--- config.mk ---
export PLATFORM = sky130hd
export DESIGN_NAME = riscv_mc_controller
export DESIGN_NICKNAME = d
export VERILOG_FILES = /design/src/rtl/riscv_mc_controller_pkg.sv /design/src/rtl/riscv_mc_controller_aludec.sv /design/src/rtl/riscv_mc_controller.sv
export SDC_FILE = /design/constraint.sdc
export NUM_CORES = 1
export LEC_CHECK = 0
export BUFFER_PORTS_ARGS = -buffer_cell sky130_fd_sc_hd__clkbuf_2
export CORE_MARGIN = 2
export CORE_UTILIZATION = 35
export DETAILED_ROUTE_END_ITERATION = 16
export GPL_TIMING_DRIVEN = 0
export MAX_ROUTING_LAYER = met4
export PLACE_DENSITY_LB_ADDON = 0.3
export SKIP_LAST_GASP = 1
export SYNTH_ARGS = -nofsm -noshare
export SYNTH_HDL_FRONTEND = slang
export SYNTH_SLANG_ARGS = --single-unit
--- constraint.sdc ---
create_clock -name clk -period 2.2 [get_ports clk]
set_input_delay 0.11 -clock clk [delete_from_list [all_inputs] [get_ports clk]]
set_output_delay 0.11 -clock clk [all_outputs]
set_load 0.01 [all_outputs]
--- src/rtl/riscv_mc_controller_pkg.sv ---
// Shared encodings for the multicycle RISC-V controller: opcodes, FSM states,
// ALUOp/ALU control codes and the bundle of Moore control outputs.
package riscv_mc_controller_pkg;

  localparam logic [6:0] OP_LW  = 7'b0000011;
  localparam logic [6:0] OP_SW  = 7'b0100011;
  localparam logic [6:0] OP_R   = 7'b0110011;
  localparam logic [6:0] OP_I   = 7'b0010011;
  localparam logic [6:0] OP_BEQ = 7'b1100011;
  localparam logic [6:0] OP_JAL = 7'b1101111;

  localparam logic [3:0] S_FETCH    = 4'd0;
  localparam logic [3:0] S_DECODE   = 4'd1;
  localparam logic [3:0] S_MEMADR   = 4'd2;
  localparam logic [3:0] S_MEMREAD  = 4'd3;
  localparam logic [3:0] S_MEMWB    = 4'd4;
  localparam logic [3:0] S_MEMWRITE = 4'd5;
  localparam logic [3:0] S_EXECR    = 4'd6;
  localparam logic [3:0] S_ALUWB    = 4'd7;
  localparam logic [3:0] S_EXECI    = 4'd8;
  localparam logic [3:0] S_JAL      = 4'd9;
  localparam logic [3:0] S_BEQ      = 4'd10;

  localparam logic [1:0] ALUOP_ADD   = 2'b00;
  localparam logic [1:0] ALUOP_SUB   = 2'b01;
  localparam logic [1:0] ALUOP_FUNCT = 2'b10;

  localparam logic [2:0] ALU_ADD = 3'b000;
  localparam logic [2:0] ALU_SUB = 3'b001;
  localparam logic [2:0] ALU_AND = 3'b010;
  localparam logic [2:0] ALU_OR  = 3'b011;
  localparam logic [2:0] ALU_SLT = 3'b101;

  typedef struct packed {
    logic       pc_update;
    logic       branch;
    logic       adr_src;
    logic       mem_write;
    logic       ir_write;
    logic       reg_write;
    logic [1:0] result_src;
    logic [1:0] alu_src_a;
    logic [1:0] alu_src_b;
    logic [1:0] alu_op;
  } ctrl_t;

  localparam ctrl_t CTRL_NONE = '0;

  function automatic logic [1:0] imm_src_of(input logic [6:0] op);
    case (op)
      OP_SW:   return 2'b01;
      OP_BEQ:  return 2'b10;
      OP_JAL:  return 2'b11;
      default: return 2'b00;
    endcase
  endfunction

endpackage

--- src/rtl/riscv_mc_controller_aludec.sv ---
// ALU decoder: maps ALUOp plus funct fields to the 3-bit ALU control code.
import riscv_mc_controller_pkg::*;

module riscv_mc_controller_aludec (
  input  logic       opb5,
  input  logic [2:0] funct3,
  input  logic       funct7b5,
  input  logic [1:0] alu_op,
  output logic [2:0] alu_control
);

  always_comb begin
    // NOTE: assign a default before the case so no path leaves alu_control unassigned (no latch).
    alu_control = ALU_ADD;
    case (alu_op)
      ALUOP_SUB: alu_control = ALU_SUB;
      ALUOP_FUNCT: begin
        case (funct3)
          3'b000:  alu_control = (funct7b5 & opb5) ? ALU_SUB : ALU_ADD;
          3'b010:  alu_control = ALU_SLT;
          3'b110:  alu_control = ALU_OR;
          3'b111:  alu_control = ALU_AND;
          default: alu_control = ALU_ADD;
        endcase
      end
      default: alu_control = ALU_ADD;
    endcase
  end

endmodule

--- src/rtl/riscv_mc_controller.sv ---
// Multicycle RISC-V control unit: Moore FSM sequencing lw/sw/R/I/beq/jal over
// 3-5 cycles, with combinational ALU and immediate decode.
import riscv_mc_controller_pkg::*;

module riscv_mc_controller (
  input  logic       clk,
  input  logic       reset,
  input  logic [6:0] op,
  input  logic [2:0] funct3,
  input  logic       funct7b5,
  input  logic       zero,
  output logic       pc_write,
  output logic       adr_src,
  output logic       mem_write,
  output logic       ir_write,
  output logic [1:0] result_src,
  output logic [1:0] alu_src_a,
  output logic [1:0] alu_src_b,
  output logic [2:0] alu_control,
  output logic       reg_write,
  output logic [1:0] imm_src,
  output logic [3:0] state
);

  logic [3:0] state_q, state_d;
  ctrl_t      ctrl;

  always_ff @(posedge clk or posedge reset) begin
    // NOTE: sequential state uses non-blocking assignment so all flops update together.
    if (reset) state_q <= S_FETCH;
    else       state_q <= state_d;
  end

  always_comb begin
    state_d = S_FETCH;
    case (state_q)
      S_FETCH: state_d = S_DECODE;
      S_DECODE: begin
        case (op)
          OP_LW, OP_SW: state_d = S_MEMADR;
          OP_R:         state_d = S_EXECR;
          OP_I:         state_d = S_EXECI;
          OP_JAL:       state_d = S_JAL;
          OP_BEQ:       state_d = S_BEQ;
          default:      state_d = S_FETCH;
        endcase
      end
      S_MEMADR:                 state_d = (op == OP_LW) ? S_MEMREAD : S_MEMWRITE;
      S_MEMREAD:                state_d = S_MEMWB;
      S_EXECR, S_EXECI, S_JAL:  state_d = S_ALUWB;
      default:                  state_d = S_FETCH;
    endcase
  end

  always_comb begin
    ctrl = CTRL_NONE;
    case (state_q)
      S_FETCH: begin
        ctrl.ir_write   = 1'b1;
        ctrl.alu_src_b  = 2'b10;
        ctrl.result_src = 2'b10;
        ctrl.pc_update  = 1'b1;
      end
      S_DECODE: begin
        ctrl.alu_src_a = 2'b01;
        ctrl.alu_src_b = 2'b01;
      end
      S_MEMADR: begin
        ctrl.alu_src_a = 2'b10;
        ctrl.alu_src_b = 2'b01;
      end
      S_MEMREAD: ctrl.adr_src = 1'b1;
      S_MEMWB: begin
        ctrl.result_src = 2'b01;
        ctrl.reg_write  = 1'b1;
      end
      S_MEMWRITE: begin
        ctrl.adr_src   = 1'b1;
        ctrl.mem_write = 1'b1;
      end
      S_EXECR: begin
        ctrl.alu_src_a = 2'b10;
        ctrl.alu_op    = ALUOP_FUNCT;
      end
      S_EXECI: begin
        ctrl.alu_src_a = 2'b10;
        ctrl.alu_src_b = 2'b01;
        ctrl.alu_op    = ALUOP_FUNCT;
      end
      S_ALUWB: ctrl.reg_write = 1'b1;
      S_JAL: begin
        ctrl.alu_src_a = 2'b01;
        ctrl.alu_src_b = 2'b10;
        ctrl.pc_update = 1'b1;
      end
      S_BEQ: begin
        ctrl.alu_src_a = 2'b10;
        ctrl.alu_op    = ALUOP_SUB;
        ctrl.branch    = 1'b1;
      end
      default: ctrl = CTRL_NONE;
    endcase
  end

  riscv_mc_controller_aludec u_aludec (
    .opb5        (op[5]),
    .funct3      (funct3),
    .funct7b5    (funct7b5),
    .alu_op      (ctrl.alu_op),
    .alu_control (alu_control)
  );

  // Branch resolution uses the ALU zero flag of the same cycle.
  assign pc_write   = ctrl.pc_update | (ctrl.branch & zero);
  assign adr_src    = ctrl.adr_src;
  assign mem_write  = ctrl.mem_write;
  assign ir_write   = ctrl.ir_write;
  assign result_src = ctrl.result_src;
  assign alu_src_a  = ctrl.alu_src_a;
  assign alu_src_b  = ctrl.alu_src_b;
  assign reg_write  = ctrl.reg_write;
  assign imm_src    = imm_src_of(op);
  assign state      = state_q;

endmodule

==> impl_metrics.toml, run 1 <==
[logic_synthesis]
synth_area_um2 = 574
syn_inst = 75
yosysUniqueCellTypes = 37
synth.avg_cell_area_um2 = 7.66
ys_ff_latch = 4
ys_warn_count = 0
seq_area_frac_synth_pct = 17.4
synth_fp_nets = 91

[worst_setup_path]
critPathLaunchType = "register"
crit_type = "reg -> out"
worstPathRequired_ns = 2.09
cp_max_fo = 9
crit_arrival_ns = 1.95
end_kind = "output pin"

[timing]
hold_viol = 0
setup_viol = 0
relSlewSlack_pct = 72.3
min_period_ns = 2.06
fin_crit_sh_pct = 93.7
drv_slew = 0
holdWs_ns = 0.175
max_freq_ghz = 0.485
clock_skew_ns = 0.00424
tightestPinTransition_ns = 0.415

[power]
ir_drop_uv = 241
leakagePower_uw = 0.000403
powerDensity_mw_per_mm2 = 599

[place]
gp_congestion = 0.821
dp_cells = 124
hpwlAfterDp_um = 1210
port_buffers = 33
dpl_cell_area_um2 = 759

[global_route]
antenna_found_initial = 0
grt_pass1_vias = 587
grt_usage_pct = 16.8
grt_max_degree = 13
grt_pass1_wl_um = 2430
gr-total-overflow = 0

[clock_tree]
cts_buffer_depth = 2
clock-sinks = 4
cts_made_buffers = 3
htreeDepth = 1
cts.clk_slew.worst_paths_ns = 0.03
clock_latency_ns = 0.23
cts_root_buf = "clkbuf_4"
cts_tree = "done"

[cells_and_area]
finalNonFillerCells = 127
synthToLayoutAreaGrowth_pct = 40.1
final_common_cell = "clkbuf_2"
antennaDiodeCount = 0
largest_register_ffs = 4
final_area_um2 = 805
layout_common_cells = "clkbuf_2 (33), inv_1 (6), nor3_1 (5), a21oi_1 (5), nor2_1 (4)"
postLayoutCoreUtil_pct = 52.8
drive_gt1_share_pct = 45.0
final_nets = 129

[floorplanning]
die_h_um = 44.5
start_util_pct = 37.7
fp.dieArea_mm2 = 0.00198
fp-row-count = 14
die_w_um = 44.5
io_pins = 34
core_area_mm2 = 0.00152

[drt]
drc_errors = 0
via_per_inst = 5.34
wl_per_cell_um = 11.7
vias = 678
routed_wl_um = 1490
first_pass_iters = 4
drt_iter0_markers = 10
ant_nets = 0

[status]
status = "complete, no violations"

[job]
cap_violations = 0

[min_path]
hold_path.class = "in -> reg"
[timing repair]
item / 4_1_cts / 5_1_grt
hold buffers: 1 / 0
setup buffers: 0 / 0
setup endpoints to repair: 2 / 3
gates resized for setup: 0 / 6
pin swaps: 0 / 1
endpoints found under the hold margin: 4 / 0
[through the flow]
stage | power, uW | TNS [ns] | worst slack, ns
2_1_floorplan | 280 | 0 | 0.341
5_1_grt | 530 | -0.0130 | -0.0130
3_5_place_dp | 395 | 0 | 0.155
3_3_place_gp | 390 | 0 | 0.193
4_1_cts | 484 | 0 | 0.00833
6_report | 482 | 0 | 0.139
[layer usage]
metal	track usage, %	part of all wire [%]	up-vias
li1	-	-	350
met1	21.0	45	305
met2	26.4	48	23
met3	4.08	7.0	0
met4	5.45	0	0
met5	-	0	-
[kinds of logic after synthesis]
kind of cell	synth area share (%)
simple gates	41.6
xor+xnor	3.05
flops	17.4
fa+ha+maj	4.36
compound gates	23.7
buf+inv	9.80
[synth_stat cells, drive strengths merged]
cell type | n | area [um2]
inv | 7 | 26.3
and3 | 2 | 12.5
nand2 | 2 | 7.51
dfrtp | 4 | 100
a31oi | 1 | 6.26
nor2b | 4 | 27.5
a2111oi | 1 | 15.0
nor3 | 5 | 25.0
or3 | 1 | 6.26
a21o | 2 | 15.0
nand3 | 1 | 5.00
nor3b | 3 | 27.5
or2 | 1 | 6.26
a41oi | 1 | 16.3
and2 | 2 | 13.8
nor4 | 1 | 6.26
nand2b | 1 | 6.26
and3b | 3 | 26.3
clkbuf | 2 | 7.51
and4b | 1 | 10.0
o21ai | 5 | 25.0
and4bb | 1 | 16.3
a21oi | 6 | 30.0
and4 | 1 | 8.76
xor2 | 2 | 17.5
o2111a | 1 | 11.3
o311ai | 1 | 8.76
buf | 3 | 22.5
ha | 2 | 25.0
o2111ai | 1 | 8.76
nor2 | 4 | 15.0
nand4 | 3 | 18.8
[final timing paths]
kind / start / endpoint / slack, ns / cells after the start
min in group asynchronous: reset / state[0] / 0.29 / 3
setup / recovery: state[3] / alu_control[1] / 0.14 / 7
hold / removal: op[0] / state[3] / 0.17 / 3
setup reg to reg: state[0] / state[0] / 0.89 / 4
max in group asynchronous: reset / state[2] / 1.75 / 3
hold reg to reg: state[3] / state[2] / 0.60 / 2
[report_power, final]
part	leakage [uW]	switching (uW)	internal [uW]
sequential	0.0000511	25.9	85.6
clock	0.0000138	24.5	60.6
combinational	0.000338	156	129
[cell type report]
cell class	instances	area (um2)
buffer	4	30.0
clock buffer	3	22.5
fill	157	719
inverter	7	26.3
multi-input combinational	59	429
sequential	4	101
tap	16	20.0
timing repair buffer	34	175
[worst max-delay path, stage by stage (launching register included)]
cell and delay (ns):
dfrtp_1 0.35, buf_6 0.14, inv_2 0.07, or3_4 0.35, a21o_1 0.17, ha_1 0.29, and4b_1 0.24, clkbuf_2 0.13
No activity file was read; power rests on OpenSTA's default activity.
==> run 2, diff against run 1 <==
==> constraint.sdc (replaced) <==
create_clock -name clk -period 2.2 [get_ports clk]
set_input_delay 0.66 -clock clk [delete_from_list [all_inputs] [get_ports clk]]
set_output_delay 0.66 -clock clk [all_outputs]
set_load 0.01 [all_outputs]
==> impl_metrics.toml, run 2 (synthesized netlist as in run 1, its figures left out) <==
[global_route]
grt_usage_pct = 18.7
grt_pass1_wl_um = 2720
gr-total-overflow = 0
antenna_found_initial = 0
grt_max_degree = 11
grt_pass1_vias = 636

[power]
swShare_pct = 42.4
p_int_uw = 306
ir_drop_uv = 302
p_comb_share_pct = 61.7
clockPowerShare_pct = 17.4
fin_total_pwr_uw = 532
p_sw_uw = 226
powerDensity_mw_per_mm2 = 571
p_seq_share_pct = 20.9
leakagePower_uw = 0.000462

[cells_and_area]
drive_gt1_share_pct = 57.1
layout_common_cells = "clkbuf_2 (31), buf_4 (10), inv_1 (6)"
largest_register_ffs = 4
fillCellCount = 138
final_common_cell = "clkbuf_2"
antennaDiodeCount = 0
postLayoutCoreUtil_pct = 61.2
final_nets = 137
final_area_um2 = 932
synthToLayoutAreaGrowth_pct = 62.3

[drt]
drt_iter0_markers = 6
first_pass_iters = 4
drc_errors = 0
via_per_inst = 5.30
vias = 716
wl_per_cell_um = 12.1
ant_nets = 0
routed_wl_um = 1640

[worst_setup_path]
reg2reg_from = "state[2]"
path_delay_family = "simple AND/OR/NAND/NOR gates"
crit_type = "reg -> out"
crit_arrival_ns = 1.90
path_buf_inv = 2
crit_slowest_cell = "dfrtp_1"
cp_max_fo = 3
critPathLaunchType = "register"
cp-startpoint = "state[2]"
end_kind = "output pin"
crit_chain = "clkbuf_8, or3_4, a21o_1, ha_4, and4b_1, buf_2"
worst_path_largest_cell_delay_ns = 0.38
worstPathRequired_ns = 1.54

[clock_tree]
htreeDepth = 1
clock_latency_ns = 0.24
cts_tree = "done"
cts_made_buffers = 3
cts_buffer_depth = 2
post_cts_hold_buffer_count = 0
cts.clk_slew.worst_paths_ns = 0.04
clock-sinks = 4
cts_root_buf = "clkbuf_4"

[floorplanning]
fp-row-count = 14
io_pins = 34
start_util_pct = 37.7
core_area_mm2 = 0.00152
die_h_um = 44.5
die_w_um = 44.5
fp.dieArea_mm2 = 0.00198

[timing]
fin_crit_sh_pct = 117
grt_setup_unrepaired = "yes"
tightestPinTransition_ns = 0.290
clock_skew_ns = 0.00130
relSlewSlack_pct = 80.6
max_freq_ghz = 0.390
setup_slack_ns = -0.364
drv_slew = 0
min_period_ns = 2.56
hold_viol = 0
setup_viol = 3

[status]
violations = "negative setup slack"
status = "finished with violations"

[min_path]
hold_path.class = "in -> async"

[place]
hpwlAfterDp_um = 1160
dpl_cell_area_um2 = 776
gp_congestion = 0.778
port_buffers = 33

[job]
cap_violations = 0
==> run 2: changes by cell type in the layout (fill, tap and decap cells not counted), moves of 2 or more <==
cell,change
nor2b_4,+2
clkbuf_2,-2
buf_2,+2
buf_4,+8
ha_1,-2
nor2b_2,-2
==> run 2: layer usage <==
metal,up-vias,track usage [%],routed length [um]
met3,2,2.45,105
met1,321,24.0,734
met5,-,-,0
met2,29,29.6,788
li1,364,-,-
met4,0,7.27,9
==> run 2: power groups by stage <==
stage | clock (uW) | combinational (uW) | sequential, uW
final | 92.6 | 328 | 111
after global routing | 102 | 362 | 114
after CTS | 94.8 | 309 | 108
after detailed placement | 0 | 287 | 107
after global placement | 0 | 284 | 108
after floorplan | 0 | 174 | 109
==> run 2: final timing paths <==
check / endpoint / slack (ns) / depth (start not counted)
min in group clk: state[1] / 0.67 / 2
hold reg to reg: state[1] / 0.67 / 2
setup reg to reg: state[1] / 0.89 / 5
hold / removal: state[1] / 0.28 / 2
setup / recovery: alu_control[1] / -0.36 / 6
max in group asynchronous: state[0] / 1.76 / 2
==> run 2: per-stage QoR <==
stage / worst slack (ns) / TNS (ns) / hold slack [ns] / cells
2_1_floorplan: -0.128 / -0.269 / 0.426 / 75
3_3_place_gp: -0.202 / -0.541 / 0.523 / 124
3_5_place_dp: -0.235 / -0.613 / 0.531 / 124
4_1_cts: -0.387 / -1.10 / 0.282 / 135
5_1_grt: -0.437 / -1.31 / 0.292 / 135
6_report: -0.364 / -1.06 / 0.279 / 135
==> run 2: final cells by class <==
cell class	instances	area, um2	share of cell area [%]
clock buffer	3	22.5	2.42
buffer	5	47.5	5.10
inverter	7	31.3	3.36
timing repair buffer	41	225	24.2
tap	16	20.0	2.15
multi-input combinational	59	483	51.8
sequential	4	103	11.0
==> run 2: what timing repair did <==
item / in CTS / in global routing
resized for setup: 12 / 9
buffers inserted: 8 / 0
pin swaps: 5 / 6
setup endpoints to repair: 5 / 6
==> run 3, diff against run 2 <==
ABC_AREA = 1   (was not set)
==> impl_metrics.toml, run 3 <==
[status]
status = "finished with violations"
violations = "negative setup slack"

[logic_synthesis]
synth_top_cell_area_share_pct = 18.6
synthTopCellsByCount = "nand2_1 (24), nor2_1 (19), inv_1 (15)"
synth_area_um2 = 539
synth_area_leader_cell = "dfrtp_1"
synth_fp_nets = 114
syn_inst = 98
yosysUniqueCellTypes = 18
async_flop_share_pct = 100
yosys-top-cells-area = "dfrtp_1 (19%), nand2_1 (17%), nor2_1 (13%), inv_1 (10%), nand2_2 (9.3%)"
synth-main-ff-cell = "dfrtp_1"
synth_edf_count = 0
synth_most_common_cell = "nand2_1"
ys_warn_count = 0
ys_ff_latch = 4
synth.avg_cell_area_um2 = 5.50
seq_area_frac_synth_pct = 18.6

[drt]
vias = 751
drt_iter0_markers = 6
wl_per_cell_um = 10.3
drc_errors = 0
routed_wl_um = 1680
first_pass_iters = 4
via_per_inst = 4.61
ant_nets = 0

[place]
hpwlAfterDp_um = 1130
port_buffers = 33
gp_congestion = 0.836

[clock_tree]
htreeDepth = 1
clock-sinks = 4
cts_buffer_depth = 2
cts_root_buf = "clkbuf_4"
clock_latency_ns = 0.23
cts_tree = "done"
cts_made_buffers = 3
cts.clk_slew.worst_paths_ns = 0.04
post_cts_hold_buffer_count = 0

[global_route]
grt_pass1_wl_um = 2640
antenna_found_initial = 0
grt_max_degree = 6
grt_usage_pct = 19.4
met2_usage_pct = 33.7
grt_pass1_vias = 663
grt_use_met1_pct = 21.0
met3_usage_pct = 2.55
busiest_layer = "met2"
gr-total-overflow = 0

[worst_setup_path]
crit_arrival_ns = 1.71
worstPathRequired_ns = 1.54
cp_max_fo = 4
crit_type = "reg -> out"
end_kind = "output pin"
critPathLaunchType = "register"

[power]
leakagePower_uw = 0.000561
ir_drop_uv = 254
powerDensity_mw_per_mm2 = 607

[floorplanning]
start_util_pct = 36.6
die_h_um = 43.3
io_pins = 34
fp.dieArea_mm2 = 0.00187
die_w_um = 43.3
core_area_mm2 = 0.00147
fp-row-count = 14

[timing]
min_period_ns = 2.37
relSlewSlack_pct = 86.3
tightestPinTransition_ns = 0.204
setup_viol = 3
max_freq_ghz = 0.423
clock_skew_ns = 0.00244
holdWs_ns = 0.286
grt_setup_unrepaired = "yes"
setup_slack_ns = -0.165
fin_crit_sh_pct = 108
hold_viol = 0
drv_slew = 0

[cells_and_area]
largest_register_ffs = 4
drive_gt1_share_pct = 52.4
antennaDiodeCount = 0
postLayoutCoreUtil_pct = 62.1
layout_common_cells = "clkbuf_2 (30), nand2_1 (22), nor2_1 (18), inv_1 (14), buf_4 (14)"
final_common_cell = "clkbuf_2"
final_nets = 165
synthToLayoutAreaGrowth_pct = 69.4

[job]
cap_violations = 0

[min_path]
hold_path.class = "in -> async"
## run 3: cell types whose count changed after synthesis, moves of 3 or more
cell / delta
nor2_1: +15
nand3_1: +4
inv_1: +9
and3b_1: -3
nor2_2: +5
nand2_2: +8
nor2b_1: -3
inv_2: +3
nor3_1: -4
nand2_1: +22
a21oi_1: -4
## run 3: worst max-delay path, stage by stage (launching register included)
cell     delay [ns]
dfrtp_2        0.44
inv_2          0.11
nand2_4        0.08
nor2_4         0.13
nor2_4         0.05
inv_2          0.06
ha_4           0.15
nand2_4        0.05
nor2_2         0.07
nor2_1         0.05
a21oi_1        0.13
buf_2          0.15
## run 3: stage by stage
step / worst slack [ns] / power, uW / setup TNS, ns / area, um2 / instances
after floorplan: 0.118 / 291 / 0 / 539 / 98
after global placement: 0.0323 / 406 / 0 / 724 / 147
after detailed placement: -0.0108 / 413 / -0.0108 / 724 / 147
after CTS: -0.136 / 546 / -0.257 / 831 / 156
after global routing: -0.239 / 601 / -0.600 / 913 / 163
final: -0.165 / 555 / -0.373 / 913 / 163
## run 3: path summary, 6_finish.rpt
kind                          start        endpoint  slack [ns]  cells past startpoint
min                           reset        state[3]        0.29                      2
min in group clk           state[3]        state[2]        0.75                      4
max                        state[3]  alu_control[0]       -0.17                     11
min reg2reg                state[3]        state[2]        0.75                      4
max reg2reg                state[3]        state[0]        0.89                      8
max in group asynchronous     reset        state[2]        1.76                      2
## run 3: power by group
group          internal [uW]  switching [uW]
Sequential              86.5            9.66
Combinational            156             215
Clock                   60.8            26.4
## run 3: layer usage
layer,part of all wire [%],vias to the layer above
met4,0.83,0
met5,0,-
li1,-,396
met1,38,329
met3,4.2,2
met2,57,24
## run 3: final cells by class
class	count	area, um2
plain buffers	1	7.51
clock buffers	3	22.5
fillers	142	558
inverters	19	71.3
multi-input cells	74	420
flip-flops and latches	4	103
well taps	16	20.0
repair buffers	46	269
## run 3: what timing repair did
| item | 4_1_cts | 5_1_grt |
|---|---|---|
| setup endpoints to repair | 3 | 4 |
| resized for setup | 10 | 10 |
| buffers inserted | 6 | 7 |
| pin swaps | 6 | 11 |
## run 3: kinds of logic after synthesis
kind of cell,Yosys count,share of synthesized area (%)
AND/OR/NAND/NOR,66,56.4
flip-flops,4,18.6
adder cells (fa/ha/maj),2,4.64
buffers and inverters,20,14.6
AO/OA/AOI/OAI,6,5.80
